### src/rtl/dmem_ctrl.sv
// dmem_ctrl: data-memory controller between the RV32I core data port and a
// word-wide single-port synchronous RAM without byte enables.
// Byte/half stores are done as read-modify-write on the full word.
// Optional build macro: DMEM_ERR_EN (misaligned/illegal access reporting).
//
// Handshake: a request is taken on any rising edge where cpu_req && cpu_ready.
// cpu_ready is high only in IDLE. cpu_req is ignored while busy. Each accepted
// request produces exactly one cpu_rvalid pulse, with cpu_rdata/cpu_err valid
// in that same cycle. cpu_rdata holds its value until the next completion.
//
// dbg_state encoding: 0 IDLE, 1 RD, 2 WAIT, 3 WR, 4 RESP.
module dmem_ctrl #(
  parameter int ADDR_W  = 15,
  parameter int RAM_LAT = 1
) (
  input  logic              clock,
  input  logic              reset,
  input  logic              cpu_req,
  input  logic              cpu_we,
  input  logic [2:0]        cpu_op,
  input  logic [31:0]       cpu_addr,
  input  logic [31:0]       cpu_wdata,
  output logic              cpu_ready,
  output logic              cpu_rvalid,
  output logic [31:0]       cpu_rdata,
  output logic              cpu_err,
  output logic              ram_en,
  output logic              ram_we,
  output logic [ADDR_W-1:0] ram_addr,
  output logic [31:0]       ram_wdata,
  input  logic [31:0]       ram_rdata,
  output logic [2:0]        dbg_state
);

  typedef enum logic [2:0] {
    S_IDLE = 3'd0,
    S_RD   = 3'd1,
    S_WAIT = 3'd2,
    S_WR   = 3'd3,
    S_RESP = 3'd4
  } state_t;

  localparam int CNT_W = (RAM_LAT > 1) ? $clog2(RAM_LAT) : 1;

  state_t           state;
  logic [CNT_W-1:0] wait_cnt;
  logic [2:0]       op_q;
  logic             we_q;
  logic [1:0]       lane_q;
  logic [15:0]      wdata_q;
  logic             acc_err;

  // Address bits above the RAM word index alias onto the same words.
  logic unused_addr_hi;
  assign unused_addr_hi = ^cpu_addr[31:ADDR_W+2];

  assign dbg_state = state;

  // Little-endian lane extraction with sign/zero extension from func3.
  function automatic logic [31:0] load_extract(input logic [31:0] w,
                                               input logic [2:0]  op,
                                               input logic [1:0]  lane);
    logic [7:0]  b;
    logic [15:0] h;
    logic [31:0] r;
    b = 8'(w >> {lane, 3'b000});
    h = lane[1] ? w[31:16] : w[15:0];
    case (op[1:0])
      2'b00:   r = op[2] ? {24'd0, b} : {{24{b[7]}}, b};
      2'b01:   r = op[2] ? {16'd0, h} : {{16{h[15]}}, h};
      default: r = w;
    endcase
    return r;
  endfunction

  // Replace the addressed byte/half of the word read back from RAM.
  function automatic logic [31:0] store_merge(input logic [31:0] w,
                                              input logic [2:0]  op,
                                              input logic [1:0]  lane,
                                              input logic [15:0] wd);
    logic [31:0] r;
    r = w;
    if (op[1:0] == 2'b00) begin
      case (lane)
        2'd0:    r[7:0]   = wd[7:0];
        2'd1:    r[15:8]  = wd[7:0];
        2'd2:    r[23:16] = wd[7:0];
        default: r[31:24] = wd[7:0];
      endcase
    end else if (lane[1]) begin
      r[31:16] = wd;
    end else begin
      r[15:0] = wd;
    end
    return r;
  endfunction

`ifdef DMEM_ERR_EN
  logic illegal_op;
  logic misaligned;
  logic err_q;

  // Classify the incoming request as illegal or misaligned.
  always_comb begin
    illegal_op = (cpu_op == 3'b011) || (cpu_op[2:1] == 2'b11) ||
                 (cpu_we && cpu_op[2]);
    misaligned = ((cpu_op[1:0] == 2'b01) && cpu_addr[0]) ||
                 ((cpu_op[1:0] == 2'b10) && (cpu_addr[1:0] != 2'b00));
    acc_err    = illegal_op || misaligned;
  end

  // Error flag is high only in the RESP cycle that follows an erroring accept.
  always_ff @(posedge clock or negedge reset) begin
    if (!reset) err_q <= 1'b0;
    else        err_q <= cpu_ready && cpu_req && acc_err;
  end

  assign cpu_err = err_q;
`else
  assign acc_err = 1'b0;
  assign cpu_err = 1'b0;
`endif

  // Main sequencer: state, captured request and all registered outputs.
  always_ff @(posedge clock or negedge reset) begin
    if (!reset) begin
      state      <= S_IDLE;
      wait_cnt   <= '0;
      op_q       <= 3'd0;
      we_q       <= 1'b0;
      lane_q     <= 2'd0;
      wdata_q    <= 16'd0;
      cpu_ready  <= 1'b1;
      cpu_rvalid <= 1'b0;
      cpu_rdata  <= 32'd0;
      ram_en     <= 1'b0;
      ram_we     <= 1'b0;
      ram_addr   <= '0;
      ram_wdata  <= 32'd0;
    end else begin
      case (state)
        S_IDLE: begin
          if (cpu_req) begin
            op_q      <= cpu_op;
            we_q      <= cpu_we;
            lane_q    <= cpu_addr[1:0];
            wdata_q   <= cpu_wdata[15:0];
            ram_addr  <= cpu_addr[ADDR_W+1:2];
            cpu_ready <= 1'b0;
            if (acc_err) begin
              state      <= S_RESP;
              cpu_rvalid <= 1'b1;
              cpu_rdata  <= 32'd0;
            end else if (cpu_we && cpu_op[1]) begin
              // Full-word store needs no read-back.
              state     <= S_WR;
              ram_en    <= 1'b1;
              ram_we    <= 1'b1;
              ram_wdata <= cpu_wdata;
            end else begin
              state  <= S_RD;
              ram_en <= 1'b1;
            end
          end
        end
        S_RD: begin
          state    <= S_WAIT;
          ram_en   <= 1'b0;
          wait_cnt <= CNT_W'(RAM_LAT - 1);
        end
        S_WAIT: begin
          if (wait_cnt == '0) begin
            if (we_q) begin
              state     <= S_WR;
              ram_en    <= 1'b1;
              ram_we    <= 1'b1;
              ram_wdata <= store_merge(ram_rdata, op_q, lane_q, wdata_q);
            end else begin
              state      <= S_RESP;
              cpu_rvalid <= 1'b1;
              cpu_rdata  <= load_extract(ram_rdata, op_q, lane_q);
            end
          end else begin
            wait_cnt <= wait_cnt - CNT_W'(1);
          end
        end
        S_WR: begin
          state      <= S_RESP;
          ram_en     <= 1'b0;
          ram_we     <= 1'b0;
          cpu_rvalid <= 1'b1;
          cpu_rdata  <= 32'd0;
        end
        S_RESP: begin
          state      <= S_IDLE;
          cpu_rvalid <= 1'b0;
          cpu_ready  <= 1'b1;
        end
        default: begin
          state      <= S_IDLE;
          cpu_rvalid <= 1'b0;
          cpu_ready  <= 1'b1;
          ram_en     <= 1'b0;
          ram_we     <= 1'b0;
        end
      endcase
    end
  end

endmodule

### config.mk
export PLATFORM = sky130hd
export DESIGN_NAME = dmem_ctrl
export DESIGN_NICKNAME = d
export VERILOG_FILES = /design/src/rtl/dmem_ctrl.sv
export SDC_FILE = /design/constraint.sdc
export NUM_CORES = 1
export LEC_CHECK = 0
export CORE_MARGIN = 2
export CORE_UTILIZATION = 30
export DETAILED_ROUTE_END_ITERATION = 7
export PLACE_DENSITY = 0.67
export SYNTH_ARGS = -nofsm -noshare
export SYNTH_HDL_FRONTEND = slang
export SYNTH_SLANG_ARGS = --single-unit
### constraint.sdc
create_clock -name clock -period 2.3 [get_ports clock]
set_input_delay 0.345 -clock clock [delete_from_list [all_inputs] [get_ports clock]]
set_output_delay 0.345 -clock clock [all_outputs]
set_load 0.1 [all_outputs]
# Word level (Yosys, flattened, before mapping)

Index checks and enable logic that the tools add are counted.

Register bits after elaboration: 109
Output and inout bits: 87
Logic and storage cells: 88
Bits of input ports: 103

Bitwise logic cells: 4
Reduce and logical (&&, ||, !) cells: 19
Eq/ne operators: 12
Add/sub/neg operators: 1
Muxes and demuxes: 38
Shifts and indexed selects: 1

Operators by type and width:

| cell                                                                   | number |
|---|---|
| 32-bit two-way mux                                                     | 9 |
| 32-bit one-hot mux with 2 select lines                                 | 3 |
| 16-bit two-way mux                                                     | 3 |
| 8-bit two-way mux                                                      | 4 |
| 32-bit by 5-bit right shift with 8-bit output                          | 1 |
| 3-bit one-hot mux with 4 select lines                                  | 1 |
| 2-bit inequality test (second input constant)                          | 5 |
| 5-bit AND reduction                                                    | 2 |
| 1-bit two-way mux                                                      | 9 |
| 3-bit two-way mux                                                      | 3 |
| 1-bit one-hot mux with 3 select lines                                  | 3 |
| 3-bit by 2-bit equality test with 1-bit output (second input constant) | 2 |
| 2-bit AND reduction                                                    | 3 |
| 3-bit AND reduction                                                    | 2 |
| 2-bit nonzero test                                                     | 3 |
| 3-bit OR reduction                                                     | 2 |
| 2-bit by 1-bit equality test with 1-bit output (second input constant) | 2 |
| 2-bit logical NOT                                                      | 2 |
| 1-bit NOT                                                              | 4 |
| 1-bit one-hot mux with 2 select lines                                  | 2 |
| 4-bit AND reduction                                                    | 1 |
| 2-bit OR reduction                                                     | 2 |
| 3-bit by 1-bit equality test with 1-bit output (second input constant) | 1 |
| 3-bit equality test (second input constant)                            | 1 |
| 5 further kinds                                                        | 5 |

# Longest topological paths before layout

Gate-level depths: netlist of run 1.

Depth after elaboration: 7
Mapped depth: 8
Gate-level depth less buffers: 4

# Worst setup path before layout of run 1

OpenSTA, ideal clock, no wires.

Path type: register -> register
Start point: register state[2], in the netlist dbg_state[2]
End point: register ram_wdata[0]
Buffers on the path: 4
Cell stages (with the launch flop): 9
Arrival: 2.231 ns
Data required time: 2.213 ns
Clock period less this slack: 2.318 ns
Slack: -0.018 ns
Setup time: 0.087 ns
Cells stage by stage: dfrtp_1 > buf_2 > buf_2 > nor2_1 > nand2_1 > buf_2 > buf_2 > nand3_1 > o211ai_1

Word-level cells in the longest chain between the ends: 3
Elaborated cells between the ends (all ways): 9
Classes of those cells: 5 x eq/ne; 1 x mux; 3 x reduce/logical

Ends and longest elaborated chain:

| element                                                                                    | line | source |
|---|---|---|
| start, declared                                                                            | 45   | `state_t state;` |
| start signal, assigned                                                                     | 127  | `state <= S_IDLE;` |
| start signal, assigned                                                                     | 151  | `state <= S_RESP;` |
| start signal, assigned                                                                     | 156  | `state <= S_WR;` |
| 3-bit by 2-bit equality test with 1-bit output / 3-bit logical NOT (equally long branches) | 141  | `case (state)` |
| 2-bit inequality test (no line) / 2-bit nonzero test (equally long branches)               | n/a  |  |
| 5-bit AND reduction (no line)                                                              | n/a  |  |
| end signal, assigned                                                                       | 159  | `ram_wdata <= cpu_wdata;` |
| end signal, assigned                                                                       | 177  | `ram_wdata <= store_merge(ram_rdata, op_q, lane_q, wdata_q);` |
| end, declared                                                                              | 30   | `output logic [31:0] ram_wdata,` |

Several ways; a longest one is shown, not always the timed one.
A chain may end at the register's enable or synchronous reset.

# Final worst setup path of run 1

Start point: register op_q[1]
End point: register cpu_rdata[18]

Word-level cells in the longest chain between the ends: 5
Elaborated cells between the ends (all ways): 6
Classes of those cells: 1 x eq/ne; 4 x mux; 1 x reduce/logical

Ends and longest elaborated chain:

| element                                                                                    | line | source |
|---|---|---|
| start, declared                                                                            | 47   | `logic [2:0] op_q;` |
| start signal, assigned                                                                     | 144  | `op_q <= cpu_op;` |
| 2-bit by 1-bit equality test with 1-bit output / 2-bit logical NOT (equally long branches) | 68   | `case (op[1:0])` |
| 32-bit one-hot mux with 2 select lines (*)                                                 | 68   |  |
| 32-bit two-way mux (*)                                                                     | 173  | `if (we_q) begin` |
| 32-bit two-way mux (*)                                                                     | 172  | `if (wait_cnt == '0) begin` |
| 32-bit one-hot mux with 2 select lines (*)                                                 | 141  |  |
| end signal, assigned                                                                       | 181  | `cpu_rdata <= load_extract(ram_rdata, op_q, lane_q);` |
| end, declared                                                                              | 25   | `output logic [31:0] cpu_rdata,` |

Every way passes the cells marked *; elsewhere a longest branch is shown, timed or not. The select of a mux whose other input is x is not followed.

==> impl_metrics.ini, run 1 <==
[outcome]
outcome = complete, no violations

[logic_synthesis]
synth_top_cell_by_area = dfrtp_1
ys_ff_latch = 108
yosysTopAreaCellShare_pct = 49.9
synth_most_common_cell = dfrtp_1
synth_flop_cell = dfrtp_1
ys_seq_area_share_pct = 50.4
syn-num-nets = 622
syn_inst = 519
ys_warn_count = 0
synth_common_cells = dfrtp_1, a21oi_1, nor2_1, mux2_2, nand2_1
synth-edff-count = 0
synth_cell_types = 49
synth_area_leaders = dfrtp_1, mux2_2, a21oi_1
syn_area_um2 = 5370
synthArstFlopShare_pct = 100
avgSynthCellArea_um2 = 10.3

[detailed_routing]
viasPerCell = 5.31
drtIter0Drc = 303
vias = 4879
first_pass_iters = 7
wl_per_cell_um = 20.4
drc = 0
detail-route-antenna-nets = 0
finalWirelength_um = 18700

[floorplanning]
die_w_um = 138
coreArea_um2 = 17400
start_util_pct = 30.8
row_count = 48
ioPinCount = 190
die_area_um2 = 19000
die_y_um = 138

[grt]
grt_pass1_vias = 4795
grt_pass1_wl_um = 28300
antenna_found_initial = 0
grt_max_degree = 47
grtUsageTotal_pct = 20.1
grt_overflow = 0

[clocking]
postCtsSetupBuffers = 0
holdBufCountCts = 0
clockBufferDepth = 2
cts_tree = done
cts_max_level = 3
ctsResizeCount = 0
path_clk_slew_ps = 70
root_buffer = clkbuf_16
cts_sinks = 108
clk-insertion-delay-late_ps = 360
cts_buffers = 9

[setup_path]
startpoint_type = flip-flop
crit_required_ps = 2590
arrival_ps = 2260
endpoint_kind = flip-flop
critPathKind = reg2reg
worstPathMaxFanout = 16

[sta]
tightestPinTransition_ps = 659
final_hold_viol_count = 0
final.min_clock_period_ps = 1970
max_clock_freq_mhz = 507
setup_viol = 0
period_share_pct = 85.7
finClkSkew_ps = 8.51
slew_violations = 0
rsz0062_at_grt = false
relSlewSlack_pct = 56.0
setup_tns_ps = 0

[layout]
fin_nets = 792
fin_area_um2 = 7550
synthToLayoutAreaGrowth_pct = 40.8
fill_cells = 1660
layout-drive-gt1-share_pct = 25.3
n_antenna_cell = 0

[hold_path]
min_path_type = in2async

[placement]
hpwlAfterDp_um = 14100
post_dp_cell_area_um2 = 7270
gp_congestion = 0.862
port_buffers = 173

[flow_run]
cap_viol_max_count = 0
[critical path, cell delays in order, from the launching register on]
cell     delay [ps]
dfrtp_1         450
or3_1           540
o32ai_1         160
and2_1          540
a221o_1         210
[stage by stage]
stage	hold WS [ps]	utilization [%]	setup WS (ps)	std cells
after floorplan	49.4	-	15.5	519
after global placement	395	41.7	268	903
final	7.24	43.4	328	918
after global routing	51.9	43.4	250	918
after CTS	26.1	43.4	343	918
after detailed placement	403	41.7	210	903
[layer usage]
metal	vias to the layer above	wire (um)	track usage, %
met5	-	0	0
met1	2455	8400	27.9
met3	20	1070	3.27
met4	0	354	6.92
met2	153	8890	31.8
li1	2251	-	-
[registers in the layout, indices dropped and copies added, names as in the netlist]
signal      flops
cpu_rdata      32
ram_wdata      32
wdata_q        16
ram_addr       15
dbg_state       3
op_q            3
lane_q          2
cpu_ready       1
cpu_rvalid      1
ram_en          1
ram_we          1
we_q            1
[worst paths after layout]
kind / startpoint / endpoint / slack (ps) / depth (start not counted)
worst max-delay path: op_q[1]$_DFFE_PN0P_ / cpu_rdata[18]$_DFFE_PN0P_ / 330 / 4
worst min-delay path: reset / cpu_rdata[8]$_DFFE_PN0P_ / 7 / 1
worst max register to register: op_q[1]$_DFFE_PN0P_ / cpu_rdata[18]$_DFFE_PN0P_ / 330 / 4
worst min register to register: cpu_ready$_DFFE_PN1P_ / cpu_ready$_DFFE_PN1P_ / 490 / 2
max in group asynchronous: reset / cpu_ready$_DFFE_PN1P_ / 1550 / 2
min in group clock: cpu_ready$_DFFE_PN1P_ / cpu_ready$_DFFE_PN1P_ / 490 / 2
[logic make-up after synthesis]
family,count (synthesis),share of synthesized area [%]
AND/OR/NAND/NOR,126,10.8
buffers and inverters,56,4.57
other,1,0.0699
multiplexers,60,12.2
flip-flops,108,50.4
AO/OA/AOI/OAI,168,22.0
[area by class of cell]
class,instances,area [um2],area share [%]
Clock buffer,13,250,3.31
Clock inverter,2,35.0,0.464
Inverter,12,45.0,0.596
Multi-Input combinational cell,355,2440,32.2
Sequential cell,108,2710,35.8
Tap cell,225,282,3.73
Timing Repair Buffer,203,1800,23.8
[cell usage in the layout (no fill, tap or decap), types with 14 or more instances in the layout]
cell	Yosys	routed
o21ai_0	20	20
mux2i_1	19	19
a221o_1	16	16
clkdlybuf4s50_1	0	86
mux2_2	37	37
nand3_1	17	17
a21oi_1	59	59
dfrtp_1	107	106
o211ai_1	17	17
nand2_1	37	37
a311o_1	14	14
buf_4	1	112
nor2_1	46	46
Power of run 1 is not shown: default switching activity piles up to over one toggle a cycle in this logic, so the estimate is an artifact.
==> inputs of run 2 (changes only) <==
CTS_CLUSTER_SIZE = 28   (was unset)
==> results of run 2 <==
The final DEF is identical to that of run 1; final timing and power are the same.
Power of run 2 is left out for the same reason.
